## src/rtl/jtkiwi_shr_pkg.sv

```systemverilog
// Shared definitions for the kiwi shared-RAM arbiter: FSM state encoding
// and requester identifiers.
package jtkiwi_shr_pkg;

   typedef enum logic [1:0] {
      ST_IDLE = 2'd0,
      ST_ACC  = 2'd1,
      ST_DATA = 2'd2
   } state_t;

   localparam logic GNT_MAIN = 1'b0;
   localparam logic GNT_SUB  = 1'b1;

endpackage

```

## src/rtl/jtkiwi_shr_arb.sv

```systemverilog
// Shared 8 kB RAM arbiter between the main CPU and the sub CPU.
// One access is in flight at a time (IDLE grant -> ACC -> DATA); ties are
// resolved round-robin, and the main CPU can lock the sub CPU out.
// Each CPU is held with wait_n low until its own access has completed.
module jtkiwi_shr_arb
   import jtkiwi_shr_pkg::*;
#(
   parameter int AW = 13,
   parameter int DW = 8
)(
   input  logic          clk,
   input  logic          rst,
   input  logic          main_cs,
   input  logic          main_rnw,
   input  logic [AW-1:0] main_addr,
   input  logic [DW-1:0] main_din,
   output logic [DW-1:0] main_dout,
   output logic          main_wait_n,
   input  logic          main_lock,
   input  logic          sub_cs,
   input  logic          sub_rnw,
   input  logic [AW-1:0] sub_addr,
   input  logic [DW-1:0] sub_din,
   output logic [DW-1:0] sub_dout,
   output logic          sub_wait_n,
   output logic [AW-1:0] ram_addr,
   output logic [DW-1:0] ram_din,
   output logic          ram_we,
   input  logic [DW-1:0] ram_dout,
   output logic          busy
);

   state_t          state_r;
   state_t          state_s;
   logic            gnt_r;
   logic            gnt_rnw_r;
   logic            last_grant_r;
   logic            served_main_r;
   logic            served_sub_r;
   logic            busy_r;
   logic            ram_we_r;
   logic [AW-1:0]   ram_addr_r;
   logic [DW-1:0]   ram_din_r;
   logic [DW-1:0]   main_dout_r;
   logic [DW-1:0]   sub_dout_r;

   logic            req_main_s;
   logic            req_sub_s;
   logic            elig_sub_s;
   logic            grant_s;
   logic            winner_s;
   logic            win_rnw_s;
   logic [AW-1:0]   win_addr_s;
   logic [DW-1:0]   win_din_s;

   // Pending requests: a CPU is pending while selected and not yet acknowledged.
   always_comb begin
      req_main_s = main_cs & ~served_main_r;
      req_sub_s  = sub_cs  & ~served_sub_r;
      elig_sub_s = req_sub_s & ~main_lock;
   end

   assign main_wait_n = ~req_main_s;
   assign sub_wait_n  = ~req_sub_s;

   // Next-state and grant decision; a tie goes to whoever was not served last.
   always_comb begin
      state_s  = state_r;
      grant_s  = 1'b0;
      winner_s = GNT_MAIN;
      case (state_r)
         ST_IDLE: begin
            if (req_main_s && elig_sub_s) begin
               grant_s  = 1'b1;
               winner_s = (last_grant_r == GNT_MAIN) ? GNT_SUB : GNT_MAIN;
               state_s  = ST_ACC;
            end else if (req_main_s) begin
               grant_s  = 1'b1;
               winner_s = GNT_MAIN;
               state_s  = ST_ACC;
            end else if (elig_sub_s) begin
               grant_s  = 1'b1;
               winner_s = GNT_SUB;
               state_s  = ST_ACC;
            end else begin
               state_s  = ST_IDLE;
            end
         end
         ST_ACC:  state_s = ST_DATA;
         ST_DATA: state_s = ST_IDLE;
         default: state_s = ST_IDLE;
      endcase
   end

   // Bus fields of the CPU that wins the current grant.
   always_comb begin
      win_rnw_s  = main_rnw;
      win_addr_s = main_addr;
      win_din_s  = main_din;
      if (winner_s == GNT_SUB) begin
         win_rnw_s  = sub_rnw;
         win_addr_s = sub_addr;
         win_din_s  = sub_din;
      end else begin
         win_rnw_s  = main_rnw;
         win_addr_s = main_addr;
         win_din_s  = main_din;
      end
   end

   // FSM state, grant latch and RAM-side bus; the write strobe lasts one clk.
   always_ff @(posedge clk) begin
      if (rst) begin
         state_r    <= ST_IDLE;
         busy_r     <= 1'b0;
         gnt_r      <= GNT_MAIN;
         gnt_rnw_r  <= 1'b1;
         ram_we_r   <= 1'b0;
         ram_addr_r <= {AW{1'b0}};
         ram_din_r  <= {DW{1'b0}};
      end else begin
         state_r <= state_s;
         busy_r  <= (state_s != ST_IDLE);
         if (grant_s) begin
            gnt_r      <= winner_s;
            gnt_rnw_r  <= win_rnw_s;
            ram_addr_r <= win_addr_s;
            ram_din_r  <= win_din_s;
            ram_we_r   <= ~win_rnw_s;
         end else begin
            ram_we_r   <= 1'b0;
         end
      end
   end

   // Read data capture and round-robin history, both at the end of DATA.
   always_ff @(posedge clk) begin
      if (rst) begin
         main_dout_r  <= {DW{1'b0}};
         sub_dout_r   <= {DW{1'b0}};
         last_grant_r <= GNT_SUB;
      end else if (state_r == ST_DATA) begin
         last_grant_r <= gnt_r;
         if (gnt_rnw_r && (gnt_r == GNT_MAIN)) begin
            main_dout_r <= ram_dout;
         end
         if (gnt_rnw_r && (gnt_r == GNT_SUB)) begin
            sub_dout_r <= ram_dout;
         end
      end
   end

   // Served flags: set when the access completes, cleared once cs is released.
   always_ff @(posedge clk) begin
      if (rst) begin
         served_main_r <= 1'b0;
         served_sub_r  <= 1'b0;
      end else begin
         if (!main_cs) begin
            served_main_r <= 1'b0;
         end else if ((state_r == ST_DATA) && (gnt_r == GNT_MAIN)) begin
            served_main_r <= 1'b1;
         end
         if (!sub_cs) begin
            served_sub_r <= 1'b0;
         end else if ((state_r == ST_DATA) && (gnt_r == GNT_SUB)) begin
            served_sub_r <= 1'b1;
         end
      end
   end

   assign ram_addr  = ram_addr_r;
   assign ram_din   = ram_din_r;
   assign ram_we    = ram_we_r;
   assign main_dout = main_dout_r;
   assign sub_dout  = sub_dout_r;
   assign busy      = busy_r;

endmodule

```

## config.mk

```make
export PLATFORM = sky130hd
export DESIGN_NAME = jtkiwi_shr_arb
export DESIGN_NICKNAME = d
export VERILOG_FILES = /design/src/rtl/jtkiwi_shr_pkg.sv /design/src/rtl/jtkiwi_shr_arb.sv
export SDC_FILE = /design/constraint.sdc
export NUM_CORES = 1
export LEC_CHECK = 0
export ABC_AREA = 1
export CAP_MARGIN = 30
export CORE_ASPECT_RATIO = 0.7
export CORE_UTILIZATION = 45
export CTS_BUF_LIST = sky130_fd_sc_hd__clkbuf_4 sky130_fd_sc_hd__clkbuf_8 sky130_fd_sc_hd__clkbuf_16
export DETAILED_ROUTE_END_ITERATION = 7
export HOLD_SLACK_MARGIN = 0.08
export MAX_ROUTING_LAYER = met4
export PLACE_DENSITY = 0.85
export SYNTH_ARGS = -nofsm -noshare
export SYNTH_HDL_FRONTEND = slang
export SYNTH_SLANG_ARGS = --single-unit
```

## constraint.sdc

```tcl
create_clock -name clk -period 3.25 [get_ports clk]
set_input_delay 0.65 -clock clk [delete_from_list [all_inputs] [get_ports clk]]
set_output_delay 0.65 -clock clk [all_outputs]
set_load 0.01 [all_outputs]
```

* After elaboration in Yosys (flattened, before gate mapping) *
Index checks and enable logic that the tools add are counted.

storage, ports and cells
  register bits = 46
  input bits = 57
  output and inout bits = 41
  word-level logic and storage cells = 54

cells by class
  eq/ne operators = 2
  muxes and demuxes = 15
  bitwise operators = 13
  reductions and logical operators = 12

operators with widths
  kind                                           number
  2-to-1 mux 13 bit                              1
  2-to-1 mux 1 bit                               12
  NOT 1 bit                                      10
  2-to-1 mux 8 bit                               1
  OR reduction 2 bit                             3
  logical AND 1 bit                              5
  case mux 2 bit (2 select lines)                1
  AND reduction 2 bit                            2
  AND 1 bit                                      3
  == test 2 x 1 -> 1 bit, second input constant  1
  == test 2 bit, second input constant           1
  logical NOT 2 bit                              1
  nonzero test 2 bit                             1

* Longest topological paths before layout *
  depth in word-level cells = 9
  gate-level depth with buffers = 8
  mapped depth without buffers = 7

* Worst setup path before layout *
No wires, ideal clock.

  kind = in2out
  start point = in main_cs
  end point = out main_wait_n
  arrival time = 0.825 ns
  required time = 2.600 ns
  setup slack = 1.775 ns
  cell stages on the path = 1
  buffers on the path = 0
  cells stage by stage = nand2_1

on the way
  longest elaborated chain between the ends = 2

RTL lines
  element      RTL line              text
  from (decl)  jtkiwi_shr_arb.sv:13  input logic main_cs,
  AND 1 bit    jtkiwi_shr_arb.sv:58  req_main_s = main_cs & ~served_main_r;
  NOT 1 bit    jtkiwi_shr_arb.sv:63  assign main_wait_n = ~req_main_s;
  to (decl)    jtkiwi_shr_arb.sv:18  output logic main_wait_n,

No other way between the ends.

* Worst setup path after layout *
  start point = in sub_cs
  end point = out sub_wait_n

on the way
  longest elaborated chain between the ends = 2

RTL lines
  element      RTL line              text
  from (decl)  jtkiwi_shr_arb.sv:20  input logic sub_cs,
  AND 1 bit    jtkiwi_shr_arb.sv:59  req_sub_s = sub_cs & ~served_sub_r;
  NOT 1 bit    jtkiwi_shr_arb.sv:64  assign sub_wait_n = ~req_sub_s;
  to (decl)    jtkiwi_shr_arb.sv:25  output logic sub_wait_n,

No other way between the ends.

==> flow_summary.toml <==
[clocking]
cts_buffer_depth = 2
ctsHoldBuffers = 0
clock_sinks = 46
path_clk_slew_ps = 80
h-tree-depth = 2
post_cts_buffers = 0
ctsResizeCount = 0
cts_root_buffer = "clkbuf_8"
cts_tree = "yes"
cts_inserted_buffers = 5
clock_latency_ps = 300

[floorplanning]
core_mm2 = 0.00453
placementRows = 20
die_h_um = 60.7
initial_core_util_pct = 48.8
ios = 98
die_w_um = 85.8
die_area_mm2 = 0.00520

[sta]
min_period_ps = 2520
fmax_ghz = 0.396
setup_viol = 0
min_period_over_period_pct = 77.6
setup_tns_ps = 0
finalMaxSlewViolations = 0
rsz0062_at_grt = "no"
final_hold_viol_count = 0
fin_ws_ps = 727
fin_skew_ps = 6.92
relSlewSlack_pct = 57.8
worst_pin_slew_ps = 631

[setup_path]
cpMostUsedCell = "clkdlybuf4s50_1"
path_buf_inv = 2
path_class = "in2out"
cp.required_ps = 2600
path_delay_family = "buffers and inverters"
worstPathArrival_ps = 1870
cp-end-kind = "primary output"
critPathMaxFanout = 3
path_cells = "clkdlybuf4s50_1, nand2_2, clkdlybuf4s50_1"
crit_path_start_kind = "input port"
slowest_delay_ps = 550
critPathSlowestCell = "clkdlybuf4s50_1"

[place]
place_congestion = 0.845
portBuffers = 97
pre_cts_ws_ps = 730
hpwlAfterDp_mm = 4.20

[synthesis]
synth_warnings = 0
synth.area.top_cells = "dfxtp_1 42%, nand2_1 9.0%, inv_1 8.1%, nand4_1 6.2%, nand2_2 5.9%"
syn_area_mm2 = 0.00221
ys_ff_latch = 46
synthDistinctLibCells = 22
syn_inst = 299
postSynthAreaPerCell_um2 = 7.40
yosysTopAreaCell = "dfxtp_1"
yosysTopAreaCellShare_pct = 41.6
syn-num-nets = 356
synth_seq_area_share_pct = 41.6

[layout]
diodes = 0
fill_cells = 361
layout.nets = 447
drive_gt1_share_pct = 11.5
area_growth_pct = 48.3

[route]
ant_nets = 0
wirelength_mm = 5.68
via_per_inst = 4.77
drc = 0
route.detailed.wl_per_inst_um = 12.4
dr_total_vias = 2179
drt-pass1-iter-count = 4
drt_iter0_drc = 86

[global_route]
grt_pass1_vias = 1965
grt_pass1_wl_mm = 9.16
grt_max_degree = 26
track_usage_pct = 23.7
gr-total-overflow = 0
antenna_found_initial = 0

[pwr]
leakage_nw = 1.55
p_per_area_mw_per_mm2 = 415
total_power_mw = 1.36
vdd_drop_max_mv = 0.226

[flow_run]
cap_violations = 0

[run_status]
status = "finished clean"

[hold_path]
hold_class = "reg2reg"
[through the flow]
| stage | util [%] | instances | cell area (um2) | hold slack, ps |
|---|---|---|---|---|
| after detailed placement | 69.9 | 449 | 3170 | 443 |
| after global routing | 72.4 | 457 | 3280 | 472 |
| after floorplan | - | 299 | 2210 | 442 |
| final | 72.4 | 457 | 3280 | 454 |
| after CTS | 72.4 | 457 | 3280 | 458 |
| after global placement | 69.9 | 449 | 3170 | 437 |
[where the power goes]
part | internal (mW) | switching, mW
registers | 0.602 | 0.0243
clock network | 0.247 | 0.184
logic | 0.159 | 0.145
total | 1.01 | 0.353
[cells by family (layout without fill, tap and decap cells)]
family,after synthesis,after routing,share of synthesized area (%)
buffers and inverters,66,158,13.6
AND/OR/NAND/NOR,164,164,38.6
flip-flops,46,46,41.6
AO/OA/AOI/OAI,23,23,6.11
[tightest hold or removal path, cell delays in order (launching register included)]
cell and delay [ps]:
dfxtp_1 320, nand2_1 60, nand2_1 40
[registers in the layout, indices dropped and copies added (netlist names), 2 cells and up]
name       flops
sub_dout       8
main_dout      8
state_r        2
ram_din        8
ram_addr      13
[cell usage in the layout (no fill, tap or decap)]
cell             instances
a21oi_1                  3
nor2_8                   2
inv_1                   48
o21ai_0                 17
clkdlybuf4s50_1         97
nand4_1                 22
bufinv_16                1
nand2_2                 21
clkbuf_8                 5
nand3_1                 25
nand3_4                  1
a21boi_4                 1
nor2_4                   4
inv_2                    4
dfxtp_1                 46
nand2_1                 53
nand2_4                  1
nor2_1                  34
a21boi_1                 1
buf_4                    1
clkbuf_4                 2
nand3b_4                 1
a21oi_2                  1
[Yosys cell counts]
master / number
a21boi_1: 1
a21boi_4: 1
a21oi_1: 3
a21oi_2: 1
buf_2: 4
buf_4: 1
buf_6: 6
clkbuf_1: 3
dfxtp_1: 46
inv_1: 48
inv_2: 4
nand2_1: 53
nand2_2: 21
nand2_4: 1
nand3_1: 25
nand3_4: 1
nand3b_4: 1
nand4_1: 22
nor2_1: 34
nor2_4: 4
nor2_8: 2
o21ai_0: 17
[area by class of cell]
class	instances	area (um2)	area share, %
inverters	52	195	5.95
well taps	66	82.6	2.52
clock buffers	7	83.8	2.56
repair buffers	98	978	29.8
flip-flops and latches	46	921	28.1
multi-input cells	187	990	30.2
clock inverters	1	30.0	0.915
[layer usage]
metal / global-route usage [%] / vias to the layer above / part of all wire, %
li1: - / 1116 / -
met2: 36.8 / 81 / 46
met4: 5.48 / 0 / 0.95
met3: 7.35 / 9 / 7.0
met1: 30.7 / 973 / 46
met5: - / - / 0
[final timing paths]
path         slack (ps)  depth (start not counted)         end        from
min reg2reg         450                          2  ram_din[6]  ram_din[6]
max                 730                          3  sub_wait_n      sub_cs
max reg2reg        1540                          5   gnt_rnw_r  state_r[1]
min                 450                          2  ram_din[6]  ram_din[6]
(Power assumes the default switching activity.)
